==> src/rtl/fetch_decode_ctrl.sv <==
// Fetch/decode controller for a two-instruction subset (addi, bne): fetches from
// instruction memory, decodes register fields and controls, and steps the PC.
module fetch_decode_ctrl #(
    parameter int                  A_WIDTH  = 32,
    parameter int                  D_WIDTH  = 32,
    parameter logic [A_WIDTH-1:0]  RESET_PC = '0
) (
    input  logic               clk,
    input  logic               rst,
    output logic               imem_req,
    output logic [A_WIDTH-1:0] imem_addr,
    input  logic [D_WIDTH-1:0] imem_rdata,
    input  logic               imem_valid,
    input  logic               EQ,
    output logic [4:0]         rs1,
    output logic [4:0]         rs2,
    output logic [4:0]         rd,
    output logic               ALUsrc,
    output logic               ALUctrl,
    output logic [D_WIDTH-1:0] ImmOp,
    output logic               RegWrite,
    output logic [A_WIDTH-1:0] pc,
    output logic               halt,
    output logic [1:0]         o_dbg_state
);

    // imem handshake: in FETCH imem_req stays high and imem_addr stays at pc
    // until the cycle imem_valid is seen high; that cycle's imem_rdata is taken.
    // imem_valid is ignored in every other state.
    typedef enum logic [1:0] {
        FETCH = 2'd0,
        EXEC  = 2'd1,
        HALT  = 2'd2
    } state_t;

    state_t             r_state;
    state_t             w_next_state;
    logic [A_WIDTH-1:0] r_pc;
    logic [A_WIDTH-1:0] w_next_pc;
    logic [D_WIDTH-1:0] r_ir;
    logic [D_WIDTH-1:0] w_next_ir;

    logic [6:0]         w_opcode;
    logic [2:0]         w_funct3;
    logic               w_is_addi;
    logic               w_is_bne;
    logic [D_WIDTH-1:0] w_imm_i;
    logic [D_WIDTH-1:0] w_imm_b;
    logic [A_WIDTH-1:0] w_target;
    logic [A_WIDTH-1:0] w_seq_pc;

    assign w_opcode  = r_ir[6:0];
    assign w_funct3  = r_ir[14:12];
    assign w_is_addi = (w_opcode == 7'b0010011) && (w_funct3 == 3'b000);
    assign w_is_bne  = (w_opcode == 7'b1100011) && (w_funct3 == 3'b001);

    assign w_imm_i = D_WIDTH'($signed(r_ir[31:20]));
    assign w_imm_b = D_WIDTH'($signed({r_ir[31], r_ir[7], r_ir[30:25], r_ir[11:8], 1'b0}));

    assign rs1     = r_ir[19:15];
    assign rs2     = r_ir[24:20];
    assign rd      = r_ir[11:7];
    assign ALUsrc  = w_is_addi;
    assign ALUctrl = w_is_bne;
    assign ImmOp   = w_is_bne ? w_imm_b : w_imm_i;

    // Both additions wrap naturally at A_WIDTH bits.
    assign w_target = r_pc + A_WIDTH'($signed(ImmOp));
    assign w_seq_pc = r_pc + A_WIDTH'(4);

    assign imem_addr   = r_pc;
    assign pc          = r_pc;
    assign halt        = (r_state == HALT);
    assign o_dbg_state = r_state;

    always_ff @(posedge clk or posedge rst) begin
        if (rst) begin
            r_state <= FETCH;
            r_pc    <= RESET_PC;
            r_ir    <= '0;
        end else begin
            r_state <= w_next_state;
            r_pc    <= w_next_pc;
            r_ir    <= w_next_ir;
        end
    end

    always_comb begin
        w_next_state = r_state;
        w_next_pc    = r_pc;
        w_next_ir    = r_ir;
        imem_req     = 1'b0;
        RegWrite     = 1'b0;
        case (r_state)
            FETCH: begin
                imem_req = 1'b1;
                if (imem_valid) begin
                    w_next_ir    = imem_rdata;
                    w_next_state = EXEC;
                end
            end
            EXEC: begin
                if (w_is_addi) begin
                    RegWrite     = 1'b1;
                    w_next_pc    = w_seq_pc;
                    w_next_state = FETCH;
                end else if (w_is_bne) begin
                    if (!EQ) begin
                        // A misaligned taken target stops the core with pc intact.
                        if (w_target[1:0] != 2'b00) begin
                            w_next_state = HALT;
                        end else begin
                            w_next_pc    = w_target;
                            w_next_state = FETCH;
                        end
                    end else begin
                        w_next_pc    = w_seq_pc;
                        w_next_state = FETCH;
                    end
                end else begin
                    w_next_state = HALT;
                end
            end
            HALT: begin
                w_next_state = HALT;
            end
            default: begin
                w_next_state = FETCH;
            end
        endcase
    end

endmodule

==> config.mk <==
export PLATFORM = sky130hd
export DESIGN_NAME = fetch_decode_ctrl
export DESIGN_NICKNAME = d
export VERILOG_FILES = /design/src/rtl/fetch_decode_ctrl.sv
export SDC_FILE = /design/constraint.sdc
export NUM_CORES = 1
export LEC_CHECK = 0
export BUFFER_PORTS_ARGS = -buffer_cell sky130_fd_sc_hd__buf_2
export CAP_MARGIN = 10
export CORE_ASPECT_RATIO = 1.4
export CORE_MARGIN = 3
export CORE_UTILIZATION = 48
export CTS_CLUSTER_DIAMETER = 150
export DETAILED_ROUTE_END_ITERATION = 10
export GPL_TIMING_DRIVEN = 0
export MAX_ROUTING_LAYER = met4
export PLACE_DENSITY = 0.8
export SYNTH_ARGS = -nofsm -noshare
export SYNTH_HDL_FRONTEND = slang
export SYNTH_SLANG_ARGS = --single-unit
==> constraint.sdc <==
create_clock -name clk -period 3.47 [get_ports clk]
set_input_delay 0 -clock clk [delete_from_list [all_inputs] [get_ports clk]]
set_output_delay 0 -clock clk [all_outputs]
set_load 0.02 [all_outputs]
==> results_dict.tcl, run 1 <==
set metrics [dict create \
    status "finished, violations left" \
    violations "setup timing" \
    grt.total_usage 0.3479 \
    fin_crit_sh 1.215 \
    num-fill-cells 639 \
    cp.required_ns 3.69 \
    gp_congestion 0.8736 \
    clk_latency_ns 0.35 \
    cts_tree "done" \
    setup_tns_ns -13.12 \
    die-area_um2 12500 \
    rsz0062_at_grt "true" \
    syn-num-nets 678 \
    viasPerCell 6.374 \
    clk_pin_slew_worst_paths_ns 0.06 \
    grt_pass1_vias 6081 \
    reg2reg_slack_ns -0.75 \
    preCtsSetupSlack_ns -0.6693 \
    wl_met1_um 7293 \
    r2r-start "r_ir[14]$_DFFE_PP0P_" \
    final-seq-area_um2 1652 \
    ys_seq_area_frac 0.3079 \
    synth_edf_count 0 \
    final_util 0.7535 \
    met2_length_um 11170 \
    vdd_drop_max_v 0.0003198 \
    die_w_um 95.34 \
    num_vias 6406 \
    drive_gt1_frac 0.5058 \
    rr_worst_depth 17 \
    crit_end "imem_addr[27]$_DFFE_PP0P_" \
    portBuffers 153 \
    clock.fmax_ghz 0.2371 \
    end_kind "register" \
    drt_first_pass_iters 9 \
    placed_cells 904 \
    startpoint "r_ir[14]$_DFFE_PP0P_" \
    yosys-top-cells-count "buf_4 (74), a21oi_1 (66), dfrtp_1 (66), nor2_1 (42), nand2_1 (38)" \
    die_h_um 131.1 \
    multiInputGateArea_um2 3556 \
    layout_setup_ws_ns -0.7474 \
    drv_cap 0 \
    root_buffer "clkbuf_16" \
    nets 929 \
    synth_warnings 0 \
    ant_nets 0 \
    crit_type "reg2reg" \
    synthCells 608 \
    yosysMostFrequentCell "buf_4" \
    areaGrowthSynthToFinish_pct 52.65 \
    slew_headroom 0.3251 \
    synth_ff_type "dfrtp_1" \
    htree_levels 3 \
    cts_buffers 9 \
    p_leak_nw 4.373 \
    min_path_type "in2reg" \
    avgRoutedWirePerCell_um 22.81 \
    placementRows 45 \
    synthTopCellsByArea "dfrtp_1 (31%), buf_4 (10%), mux2_2 (7.8%)" \
    synthArstFlopShare 1.000 \
    r2r_end "imem_addr[27]$_DFFE_PP0P_" \
    core_area_um2 10870 \
    pin_count 154 \
    initial_core_util 0.4936 \
    grt_overflow 0 \
    antenna_found_initial 0 \
    power.density_nw_per_um2 230.2 \
    hpwl_um 11620 \
    cts.sinks 66 \
    finalSetupViolations 32 \
    crit_fanout 7 \
    tightest_slew_ns 0.9982 \
    highest_layer "met4" \
    initialDrtViolationCount 872 \
    wl_met3_um 2452 \
    cts.path.max_buffers 2 \
    cp-start-kind "register" \
    slew_viol_final 0 \
    synth_area_per_cell_um2 8.822 \
    routed_wl_um 22930 \
    synth.largest_area_cell "dfrtp_1" \
    p_total_w 0.001885 \
    final_cells 1005 \
    synth.top_cell.area_share 0.3079 \
    finalCriticalPeriod_ns 4.217 \
    finalHoldViolations 0 \
    synth_seq_cells 66 \
    cp.arrival_ns 4.44 \
    clock_skew_ns 0.01099 \
    diodes 0 \
    drc 0 \
    syn_area_um2 5364 \
    grt_max_degree 35 \
    synth_cell_type_count 62 \
    grt_pass1_wl_um 32400 \
]
how the worst min path moves through the flow:
stage	from	slack, ns	cells past startpoint	to
after CTS	EQ	0.18	4	imem_addr[14]$_DFFE_PP0P_
after global placement	imem_rdata[19]	0.23	2	r_ir[19]$_DFFE_PP0P_
after detailed placement	rst	0.19	2	r_ir[28]$_DFFE_PP0P_
after floorplan	imem_rdata[14]	0.15	1	r_ir[14]$_DFFE_PP0P_
final	EQ	0.20	4	imem_addr[15]$_DFFE_PP0P_
after global routing	EQ	0.24	4	imem_addr[15]$_DFFE_PP0P_
cell type report:
class | count | share of cell area
timing repair buffer | 243 | 0.2095
clock inverter | 5 | 0.007335
buffer | 93 | 0.08970
tap | 141 | 0.02155
multi-input combinational | 435 | 0.4343
inverter | 11 | 0.005043
clock buffer | 11 | 0.03087
sequential | 66 | 0.2017
flip-flops by register name, summed over array words and instances (netlist names):
name         cells
o_dbg_state      2
r_ir            32
imem_addr       32
worst max-delay path: stages (launching register included):
cell and delay, ns:
dfrtp_1 0.40, nor4_2 0.32, nand3_1 0.23, inv_2 0.11, and2_4 0.15, buf_8 0.12
buf_4 0.14, mux2_2 0.41, ha_4 0.26, and3_1 0.18, a211oi_1 0.40, o21ai_2 0.19
o21ai_4 0.25, a311oi_4 0.18, a31oi_1 0.28, xnor2_1 0.13, o22ai_1 0.23, a22oi_1 0.10
timing repair:
item                                    4_1_cts  5_1_grt
endpoints found under the hold margin        65        0
pin swaps                                    52       45
setup buffers                                60       15
endpoints found under the setup margin       30       33
cloned                                        4        2
gates resized for setup                     108       48
hold buffers                                 33        0
cell families (layout without fill, tap and decap cells):
group | count (synthesis) | after routing | share of synthesized area
XOR/XNOR | 29 | 29 | 0.04735
adder cells (fa/ha/maj) | 34 | 34 | 0.08071
multiplexers | 37 | 37 | 0.07768
flip-flops | 66 | 66 | 0.3079
AO/OA/AOI/OAI | 175 | 175 | 0.2060
buffers and inverters | 107 | 363 | 0.1276
AND/OR/NAND/NOR | 160 | 160 | 0.1528
cell usage in the layout (no fill, tap or decap), types with 5 or more instances in the layout:
cell             n
a21o_1          21
a21oi_1         53
a21oi_2         13
a31oi_1          7
and2_1           5
and3_1           8
buf_2          155
buf_4          106
buf_6           19
clkbuf_1         7
clkbuf_16       10
dfrtp_1         66
dlygate4sd3_1   33
ha_1            28
ha_4             5
inv_1            9
mux2_2          34
nand2_1         33
nand3_1         19
nand4_1         10
nor2_1          36
nor2_4           6
o21ai_0         15
o21ai_1          9
o21ai_2          8
o22ai_1          7
xnor2_1         11
xor2_1          11
metrics by stage:
stage	hold slack [ns]	cell area [um2]
5_1_grt	0.2351	8188
6_report	0.1958	8188
4_1_cts	0.1845	7899
3_5_place_dp	0.1887	6385
3_3_place_gp	0.2322	6337
2_1_floorplan	0.1517	5395
layer usage:
| metal | up-vias | track usage |
|---|---|---|
| li1 | 2637 | - |
| met1 | 2934 | 0.3669 |
| met2 | 606 | 0.6012 |
| met3 | 229 | 0.05540 |
| met4 | 0 | 0.2167 |
| met5 | - | - |
power by group:
part           switching (W)  total [W]  internal (W)  leakage [nW]
combinational      0.0000665   0.000137     0.0000704          3.31
clock               0.000379   0.000978      0.000599         0.153
sequential                 0   0.000770      0.000770         0.907
total               0.000445    0.00188       0.00144          4.37
No activity file was read; power rests on OpenSTA's default activity.
==> run 2, diff against run 1 <==
Settings changed: BUFFER_PORTS_ARGS -buffer_cell sky130_fd_sc_hd__buf_2 to -buffer_cell sky130_fd_sc_hd__buf_4, CORE_UTILIZATION 48 to 49, CTS_BUF_LIST from default to sky130_fd_sc_hd__clkbuf_2, PLACE_DENSITY 0.8 to 0.81.
Clock period 3.47 ns to 3.8 ns, I/O delays scaled along.
==> run 2 against run 1 <==
- sequential power down 8.6%
- clock skew up 0.024 ns
- largest power group is now registers
- design area down 6.9%
- the run still ends with setup timing left
- hold slack worse by 0.19 ns
- first-iteration DRC count down 42%
- cell count down 3.9%
- sequential share of layout area up 1.5 points
- via count down 10%
- global-route usage down 4.1 points
- register-to-register slack better by 0.62 ns
==> results_dict.tcl, run 2 (synthesized netlist as in run 1, its figures left out) <==
set metrics [dict create \
    status "finished, violations left" \
    violations "setup timing" \
    grt.total_usage 0.3069 \
    drt_first_pass_iters 5 \
    cts.sinks 66 \
    grtUsageMet1 0.3282 \
    finalCriticalPeriod_ns 3.924 \
    placementRows 44 \
    multiInputGateArea_um2 3316 \
    viasPerCell 5.938 \
    gp_congestion 0.9355 \
    rsz0062_at_grt "true" \
    grt_use_met3 0.05133 \
    post_dp_cell_area_um2 6716 \
    crit_type "reg2reg" \
    clock.fmax_ghz 0.2549 \
    die_w_um 94.43 \
    htree_levels 3 \
    hpwl_um 12200 \
    crit_fanout 6 \
    slew_headroom 0.4306 \
    design_area_um2 7621 \
    grt_pass1_vias 5602 \
    antenna_found_initial 0 \
    cp.arrival_ns 4.40 \
    fin_crit_sh 1.033 \
    vdd_drop_max_v 0.0002362 \
    p_leak_nw 3.968 \
    grt_pass1_wl_um 28460 \
    pin_count 154 \
    finalSetupViolations 10 \
    routed_wl_um 18920 \
    clk_latency_ns 0.57 \
    grt_overflow 0 \
    preCtsSetupSlack_ns -0.7969 \
    portBuffers 153 \
    core_area_um2 10520 \
    ant_nets 0 \
    finalHoldViolations 0 \
    power.density_nw_per_um2 168.8 \
    cts_tree "done" \
    avgRoutedWirePerCell_um 19.58 \
    cts.path.max_buffers 2 \
    top_usage_layer "met2" \
    root_buffer "clkbuf_2" \
    slew_viol_final 0 \
    setup_tns_ns -0.7145 \
    layout_setup_ws_ns -0.1239 \
    final-seq-area_um2 1652 \
    layout_common_cells "buf_4 (244), a21oi_1 (66), dfrtp_1 (66)" \
    initial_core_util 0.5101 \
    areaGrowthSynthToFinish_pct 42.08 \
    drc 0 \
    grt_max_degree 67 \
    num-fill-cells 733 \
    diodes 0 \
    nets 893 \
    drive_gt1_frac 0.4336 \
    min_path_type "in2reg" \
    die_h_um 129.8 \
    cp-start-kind "register" \
    end_kind "register" \
    drv_cap 0 \
    die-area_um2 12260 \
    clk_pin_slew_worst_paths_ns 0.25 \
    num_vias 5736 \
    cts_buffers 9 \
    grt_use_met2 0.5343 \
    clock_skew_ns 0.03462 \
    initialDrtViolationCount 503 \
    tightest_slew_ns 0.8541 \
    final_common_cell "buf_4" \
    p_total_w 0.001286 \
    cp.required_ns 4.28 \
]
[run 2: cell count changes in the layout (fill, tap and decap cells not counted), moves of 5 or more]
cell and change:
buf_2 -149, buf_4 +138, buf_6 -19, a21oi_1 +13, a21oi_2 -13, clkbuf_16 -10
clkbuf_2 +9, o21ai_1 +7, nand2_1 +5, o21ai_2 -5
[run 2: cell type report]
type | instances | share of cell area
multi-input cells | 435 | 0.4351
repair buffers | 205 | 0.2170
flip-flops and latches | 66 | 0.2167
plain buffers | 95 | 0.08685
well taps | 138 | 0.02266
clock inverters | 7 | 0.01001
clock buffers | 9 | 0.005910
inverters | 11 | 0.005746
[run 2: final timing paths]
check	start	end	slack, ns	depth (start not counted)
min in group asynchronous	rst	r_ir[5]$_DFFE_PP0P_	0.13	3
worst max register to register	r_ir[3]$_DFFE_PP0P_	imem_addr[28]$_DFFE_PP0P_	-0.12	18
worst max-delay path	r_ir[3]$_DFFE_PP0P_	imem_addr[28]$_DFFE_PP0P_	-0.12	18
worst min register to register	imem_addr[31]$_DFFE_PP0P_	imem_addr[31]$_DFFE_PP0P_	0.52	1
max in group asynchronous	rst	imem_addr[23]$_DFFE_PP0P_	3.08	3
worst min-delay path	EQ	o_dbg_state[1]$_DFFE_PP0P_	0.006	4
[run 2: worst max-delay path: stages (launching register included)]
cell	delay, ns
dfrtp_1	0.43
nor4_2	0.31
nand3_1	0.19
inv_1	0.12
and2_4	0.15
buf_8	0.12
buf_4	0.12
nor2b_1	0.07
ha_2	0.21
fa_2	0.39
a211oi_2	0.25
o21bai_2	0.15
o221ai_4	0.24
a31oi_4	0.15
o21bai_4	0.26
nor4_2	0.10
a311o_1	0.34
xnor2_1	0.16
a21oi_1	0.08
[run 2: power by group]
part	switching (W)	total, W	internal (W)
Sequential	0	0.000704	0.000704
Clock	0.000328	0.000485	0.000157
Combinational	0.0000457	0.0000975	0.0000519
[run 2: repair_timing]
action | CTS | global route
resized for setup | 31 | 29
setup endpoints to repair | 30 | 30
pin swaps | 16 | 33
endpoints found under the hold margin | 98 | 0
hold buffers | 33 | 0
buffers inserted | 9 | 9
[run 2: per-layer routing]
| layer | wire, um | share of wire |
|---|---|---|
| met1 | 6671 | 0.35 |
| met2 | 9796 | 0.52 |
| met3 | 1389 | 0.073 |
| met4 | 1058 | 0.056 |
| met5 | 0 | 0 |
[run 2: per-stage QoR]
stage	util	instances	hold WS, ns
after floorplan	-	608	0.1517
after global placement	0.6359	899	0.2325
after detailed placement	0.6387	900	0.2328
after CTS	0.7047	957	0.05925
after global routing	0.7248	966	0.003083
final	0.7248	966	0.005723
